## src/rtl/base_const_pkg.sv

```systemverilog
// Shared definitions for the programmable constant bank: FSM state
// encoding, an index-width helper and a channel slice extractor.
package base_const_pkg;

    localparam logic [1:0] ST_IDLE  = 2'd0;
    localparam logic [1:0] ST_APPLY = 2'd1;
    localparam logic [1:0] ST_DONE  = 2'd2;

    // Widest packed constant vector the slice helper accepts (64 x 64 bits).
    localparam int VEC_MAX_W = 4096;

    // Ceiling log2, used to size a channel index from a channel count.
    function automatic int clog2(input int n);
        int r;
        r = 0;
        for (int i = 0; i < 31; i++) begin
            if ((32'sd1 <<< i) < n) begin
                r = i + 1;
            end
        end
        return r;
    endfunction

    // Extract channel idx (w bits wide, little-end packing) from a packed vector.
    function automatic logic [63:0] chan_slice(input logic [VEC_MAX_W-1:0] vec,
                                               input int idx, input int w);
        logic [VEC_MAX_W-1:0] shifted;
        logic [63:0]          mask;
        shifted = vec >> (idx * w);
        mask    = (w >= 64) ? {64{1'b1}} : ((64'd1 << w) - 64'd1);
        return shifted[63:0] & mask;
    endfunction

endpackage

```

## src/rtl/base_const_chan.sv

```systemverilog
// One channel of the constant bank: a shadow register written by software
// and an active register that only follows the shadow on an apply strobe.
module base_const_chan
    import base_const_pkg::*;
#(
    parameter int               width     = 32,
    parameter logic [width-1:0] rst_value = '0
) (
    input  logic             clk,
    input  logic             reset_n,
    input  logic             wr_en,
    input  logic [width-1:0] wr_data,
    input  logic             apply_en,
    output logic [width-1:0] active
);

    logic [width-1:0] shadow_r;
    logic [width-1:0] active_r;

    // Shadow copy: loads the reset constant, then tracks accepted writes.
    always_ff @(posedge clk) begin
        if (!reset_n) begin
            shadow_r <= rst_value;
        end else if (wr_en) begin
            shadow_r <= wr_data;
        end
    end

    // Active copy: changes only on reset or on the bank-wide apply strobe.
    always_ff @(posedge clk) begin
        if (!reset_n) begin
            active_r <= rst_value;
        end else if (apply_en) begin
            active_r <= shadow_r;
        end
    end

    assign active = active_r;

endmodule

```

## src/rtl/base_const_bank.sv

```systemverilog
// Bank of run-time programmable constants with shadow writes and an atomic
// commit (IDLE -> APPLY -> DONE). Optional lock via BASE_CONST_BANK_LOCK_EN:
// once locked, writes are swallowed and commits ignored until reset.
module base_const_bank
    import base_const_pkg::*;
#(
    parameter int                        width    = 32,
    parameter int                        channels = 4,
    parameter int                        chan_w   = 2,
    parameter logic [channels*width-1:0] value    = '0
) (
    input  logic                      clk,
    input  logic                      reset_n,
    input  logic                      i_wr_v,
    output logic                      i_wr_r,
    input  logic [chan_w-1:0]         i_wr_chan,
    input  logic [width-1:0]          i_wr_data,
    input  logic                      i_commit,
    output logic                      o_commit_ack,
    output logic                      o_pend,
    output logic                      o_err,
    input  logic                      i_lock,
    output logic                      o_locked,
    output logic [channels*width-1:0] dout
);

    localparam logic [chan_w:0] chan_lim_c = (chan_w + 1)'(channels);

    logic [1:0] state_r;
    logic [1:0] state_nx_s;
    logic       wr_r_r;
    logic       ack_r;
    logic       pend_r;
    logic       err_r;
    logic       locked_s;
    logic       locked_nx_s;
    logic       wr_acc_s;
    logic       in_range_s;
    logic       wr_en_s;
    logic       apply_s;

`ifdef BASE_CONST_BANK_LOCK_EN
    logic locked_r;

    // Lock is sticky: any i_lock pulse holds until reset.
    always_ff @(posedge clk) begin
        if (!reset_n) begin
            locked_r <= 1'b0;
        end else if (i_lock) begin
            locked_r <= 1'b1;
        end
    end

    assign locked_s    = locked_r;
    assign locked_nx_s = locked_r | i_lock;
`else
    logic unused_lock_s;
    assign unused_lock_s = i_lock;
    assign locked_s      = 1'b0;
    assign locked_nx_s   = 1'b0;
`endif

    assign wr_acc_s   = i_wr_v & wr_r_r;
    assign in_range_s = ({1'b0, i_wr_chan} < chan_lim_c);
    assign wr_en_s    = wr_acc_s & in_range_s & ~locked_s;
    assign apply_s    = (state_r == ST_APPLY);

    // Commit sequencing; a commit is only taken from IDLE and never while locked.
    always_comb begin
        state_nx_s = ST_IDLE;
        case (state_r)
            ST_IDLE: begin
                if (i_commit && !locked_s) begin
                    state_nx_s = ST_APPLY;
                end else begin
                    state_nx_s = ST_IDLE;
                end
            end
            ST_APPLY: state_nx_s = ST_DONE;
            ST_DONE:  state_nx_s = ST_IDLE;
            default:  state_nx_s = ST_IDLE;
        endcase
    end

    // Control registers: state, registered ready/ack, pending and error flags.
    always_ff @(posedge clk) begin
        if (!reset_n) begin
            state_r <= ST_IDLE;
            wr_r_r  <= 1'b1;
            ack_r   <= 1'b0;
            pend_r  <= 1'b0;
            err_r   <= 1'b0;
        end else begin
            state_r <= state_nx_s;
            // Writes stall only during APPLY so the copy sees a stable shadow.
            wr_r_r  <= locked_nx_s | (state_nx_s != ST_APPLY);
            ack_r   <= apply_s;
            // A write landing in DONE re-arms pending after the APPLY clear.
            if (wr_en_s) begin
                pend_r <= 1'b1;
            end else if (apply_s) begin
                pend_r <= 1'b0;
            end
            if (wr_acc_s && !in_range_s && !locked_s) begin
                err_r <= 1'b1;
            end
        end
    end

    genvar c;
    generate
        for (c = 0; c < channels; c++) begin : g_chan
            localparam logic [width-1:0] rst_c =
                width'(chan_slice(VEC_MAX_W'(value), c, width));

            base_const_chan #(
                .width     (width),
                .rst_value (rst_c)
            ) u_chan (
                .clk      (clk),
                .reset_n  (reset_n),
                .wr_en    (wr_en_s && (i_wr_chan == chan_w'(c))),
                .wr_data  (i_wr_data),
                .apply_en (apply_s),
                .active   (dout[c*width +: width])
            );
        end
    endgenerate

    assign i_wr_r       = wr_r_r;
    assign o_commit_ack = ack_r;
    assign o_pend       = pend_r;
    assign o_err        = err_r;
    assign o_locked     = locked_s;

endmodule

```

## config.mk

```make
export PLATFORM = sky130hd
export DESIGN_NAME = base_const_bank
export DESIGN_NICKNAME = d
export VERILOG_FILES = /design/src/rtl/base_const_pkg.sv /design/src/rtl/base_const_chan.sv /design/src/rtl/base_const_bank.sv
export SDC_FILE = /design/constraint.sdc
export NUM_CORES = 1
export LEC_CHECK = 0
export CAP_MARGIN = 20
export CORE_ASPECT_RATIO = 1.5
export CORE_MARGIN = 2
export CORE_UTILIZATION = 40
export DETAILED_ROUTE_END_ITERATION = 10
export PLACE_DENSITY_LB_ADDON = 0.1
export REMOVE_ABC_BUFFERS = 1
export SLEW_MARGIN = 20
export SYNTH_ARGS = -nofsm -noshare
export SYNTH_HDL_FRONTEND = slang
export SYNTH_SLANG_ARGS = --single-unit
```

## constraint.sdc

```tcl
create_clock -name clk -period 3.4 [get_ports clk]
set_clock_uncertainty 0.2 [all_clocks]
set_input_delay 0.68 -clock clk [delete_from_list [all_inputs] [get_ports clk]]
set_output_delay 0.68 -clock clk [all_outputs]
set_load 0.05 [all_outputs]
```

Word-level counts from Yosys, hierarchy flattened
Cells that the tools add are included.
{"block": "word_totals", "regBits": 261, "in_bits": 39, "out_inout_bits": 133, "word_cells": 29}
{"block": "classes", "eq_ne": 5, "n_mux": 4, "bitwise_logic": 1, "n_reduce_logical": 7}
{"op": "$eq A2 B1 Y1 const B", "count": 2}
{"op": "$eq A2 B2 Y1 const B", "count": 2}
{"op": "$logic_and A1 B1 Y1", "count": 4}
{"op": "$logic_not A2 Y1", "count": 2}
{"op": "$pmux W2 S2", "count": 1}
{"op": "$mux W1", "count": 3}
{"op": "$ne A2 B1 Y1 const B", "count": 1}
{"op": "$reduce_bool A2 Y1", "count": 1}
{"op": "$and A1 B1 Y1", "count": 1}

Logic depth before layout (Yosys ltp)
{"block": "logic_depth", "word_depth": 3, "mapped_depth": 5, "ltp_nobuf": 3}

Cells and area by module
A second synthesis with hierarchy kept.
{"block": "hier_totals", "cells_unflattened": 849, "area_unflattened_um2": 10143.5}
{"mod": "base_const_chan", "instances": 4, "cells_each": 207, "area_each_um2": 2492.4, "seq_area_each_um2": 1281.2}
{"mod": "base_const_bank", "instances": 1, "cells_each": 21, "area_each_um2": 173.9, "seq_area_each_um2": 80.1}

Worst setup path after synthesis
No wires, ideal clock.
{"block": "synth_timing", "kind": "reg-to-reg", "start": "register wr_r_r, in the netlist i_wr_r", "end": "register g_chan[3].u_chan.shadow_r[0]", "setup_ps": 128, "t_arrival_ps": 1395, "required_ps": 3072, "path_slack_ps": 1676, "path_stages_with_launch": 5, "n_path_buf": 1, "synth_period_minus_slack_ps": 1724, "cell_sequence": "dfxtp_1 nand4_2 buf_2 nand3_1 o21ai_0"}
{"block": "synth_via", "elab_chain_len": 2}
{"element": "from (decl)", "line_no": "base_const_bank.sv:31", "source": "logic wr_r_r;"}
{"element": "from (signal assigned)", "line_no": "base_const_bank.sv:96", "source": "wr_r_r <= locked_nx_s | (state_nx_s != ST_APPLY);"}
{"element": "$and A1 B1 Y1", "line_no": "base_const_bank.sv:63", "source": "assign wr_acc_s = i_wr_v & wr_r_r;"}
{"element": "$logic_and A1 B1 Y1", "line_no": "base_const_bank.sv:122", "source": ".wr_en (wr_en_s && (i_wr_chan == chan_w'(c))),"}
{"element": "to (signal assigned)", "line_no": "base_const_chan.sv:23", "source": "shadow_r <= rst_value;"}
{"element": "to (signal assigned)", "line_no": "base_const_chan.sv:25", "source": "shadow_r <= wr_data;"}
{"element": "to (decl)", "line_no": "base_const_chan.sv:17", "source": "logic [width-1:0] shadow_r;"}
Every way passes these cells.
A chain may end at the register's enable or synchronous reset.

Worst setup path after layout
{"block": "layout_timing", "start": "register wr_r_r, in the netlist i_wr_r", "end": "output i_wr_r"}
{"element": "to (decl)", "line_no": "base_const_bank.sv:15", "source": "output logic i_wr_r,"}
No word-level cell between the ends.

==> results.ini <==
[critical_path]
crit_family=buffers and inverters
crit_cells=1
max_stage_delay_ps=890
crit_fanout=6
arrival_ps=1990
r2r_cells=4
worstSetupPathType=reg -> out
r2r-end=g_chan[1].u_chan.active[4]
crit_path_start=i_wr_r
slowest_stage=clkdlybuf4s50_1
worstSetupEndpoint=i_wr_r
end_kind=output pin
cp.buffers_inverters=1
worstPathCellList=clkdlybuf4s50_1
r2r_slack_ps=1460
worst_r2r_startpoint=state_r[1]
cp-start-kind=flip-flop
worst_ep_required_time_ps=2520

[synth]
synth_top_area_share=0.578
ys_seq_area_frac=0.578
synth_ff_type=dfxtp_1
synth_edf_count=0
synthesis.instances=1034
synth.avg_cell_area_sq_um=8.75
post-synth-top-area-cell=dfxtp_1
netlist_area_sq_mm=0.00905
synth_cell_types=22
yosysMostFrequentCell=nand2_1
yosys_warnings=0
synthArstFlopShare=0
synth_top_cells_by_count=288 x nand2_1, 261 x dfxtp_1, 129 x nand3_1, 126 x o21ai_0, 98 x a21boi_1
synthTopCellsByArea=dfxtp_1 58%, nand2_1 12%, a21boi_1 8.1%
synth-seq-cells=261

[floorplanning]
core_area_sq_mm=0.0223
start_util=0.406
die_h_um=188
pin_count=172
die_area_sq_mm=0.0239
rows=67
die_w_um=127

[sta]
fin_crit_sh=0.845
report.final.slew_viol_count=0
slew_headroom=0.452
timing.fmax_mhz=348
tightestPinTransition_ps=822
tns_ps=0
min_period_ps=2870
hold_violations=0
rsz0062_at_grt=no
setup_viol=0

[cts]
clk-insertion-delay-late_ps=510
cts_num_sinks=261
cts_post_setup_buffers_inserted=0
cts_resized=0
cts_buffer_depth=3
clk_pin_slew_ps=60
numCtsBuffers=25
cts-root-buf=clkbuf_16
hold_buffers=0
cts_tree=done
cts.htree.levels=1

[hold_path]
hp-class=reg -> reg

[power_and_ir_drop]
peakVddDrop_v=0.000387
leakagePower_nw=4.02
powerDensity_mw_per_mm2=536
total_power_mw=6.31

[cells_and_area]
num-fill-cells=2156
drive_above_1_share=0.0529
fin_nets=1195
area_growth_pct=30.1
num_antenna_cells=0

[placed_design]
gp_congestion=0.700
dp_hpwl_um=12400
numPortBuffers=168

[global_route]
grt_pass1_vias=6682
antenna_found_initial=0
gr-total-overflow=0
grt_usage=0.172
grt_pass1_wl_um=33700
grt_max_degree=94

[detailed_routing]
wirelength_um=20900
dr.pass1.iters=4
drc=0
vias_per_cell=4.94
routedWlPerCell_um=14.4
ant_nets=0
drtIter0Drc=397
via_count=7160

[outcome]
outcome=finished clean

[flow_run]
drv_cap=0

[kinds of logic (layout without fill, tap and decap cells)]
kind of cell,Yosys count,in the layout,synth area share
other,1,2,0.000414
AOI/OAI and AO/OA,257,257,0.178
buffers and inverters,88,226,0.0434
DFF,261,261,0.578
and+or+nand+nor,427,427,0.201
[worst reg2reg max path: stages (launching register included)]
cell	delay, ps
dfxtp_1	350
nand2b_4	650
buf_12	350
nand2_1	140
a21boi_0	170
[layer usage]
metal | share of wire | track usage | vias to the layer above
li1 | - | - | 3692
met1 | 0.44 | 0.212 | 3296
met2 | 0.49 | 0.309 | 149
met3 | 0.047 | 0.0298 | 23
met4 | 0.015 | 0.0440 | 0
met5 | 0 | 0 | -
[final cells by class]
cell class,count,area [sq um],area share
Clock inverter,8,67.6,0.00574
Clock buffer,36,757,0.0643
Sequential cell,261,5230,0.444
Timing Repair Buffer,181,1880,0.160
Multi-Input combinational cell,686,3490,0.296
Tap cell,276,345,0.0293
Inverter,1,3.75,0.000319
[where the power goes]
group          internal (mW)  total [mW]  switching (mW)
registers               3.12        3.16          0.0343
clock network           1.61        2.75            1.13
logic                  0.140       0.403           0.263
[layout by cell type, fill, tap and decap left out]
cell type	synthesis	routed
a21boi_1	98	98
nand4_4	0	1
and2_1	2	2
nor2_1	1	1
nand4bb_4	0	1
dfxtp_1	261	261
clkinv_2	0	6
clkinvlp_4	0	1
a21boi_0	30	30
buf_4	2	5
and2b_4	0	1
o21ai_0	126	126
clkbuf_1	29	2
nand4b_4	0	2
a22oi_1	1	1
o21ai_1	2	2
nand2b_4	0	1
clkdlybuf4s50_1	0	167
bufinv_16	0	1
nand3_1	129	129
nor2b_1	1	1
clkbuf_16	0	25
nand2_1	288	288
buf_12	0	8
clkbuf_8	0	10
inv_1	1	1
conb_1	1	2
[stage by stage]
step / cells / instance area, sq um / utilization / worst slack, ps / hold WS [ps]
after floorplan: 948 / 8660 / - / 213 / 231
after global placement: 1405 / 10900 / 0.491 / 769 / 235
after detailed placement: 1405 / 10900 / 0.491 / 729 / 243
after CTS: 1449 / 11800 / 0.528 / 500 / 252
after global routing: 1449 / 11800 / 0.528 / 464 / 266
final: 1449 / 11800 / 0.528 / 527 / 246
[state kept, by name, summed over array words and instances (netlist names)]
name	flops
g_chan.u_chan.active	128
g_chan.u_chan.shadow_r	128
i_wr_r	1
o_commit_ack	1
o_pend	1
state_r	2
[how the worst min path moves through the flow]
stage / endpoint / cells after the start / slack, ps / startpoint
after detailed placement: g_chan[2].u_chan.active[16] / 2 / 240 / g_chan[2].u_chan.shadow_r[16]
final: g_chan[0].u_chan.active[29] / 2 / 250 / g_chan[0].u_chan.shadow_r[29]
after global placement: g_chan[2].u_chan.active[16] / 2 / 230 / g_chan[2].u_chan.shadow_r[16]
after CTS: g_chan[3].u_chan.active[21] / 2 / 250 / g_chan[3].u_chan.shadow_r[21]
after global routing: g_chan[3].u_chan.active[14] / 2 / 270 / g_chan[3].u_chan.shadow_r[14]
after floorplan: g_chan[0].u_chan.active[0] / 2 / 230 / g_chan[0].u_chan.shadow_r[0]
(Power assumes the default switching activity.)
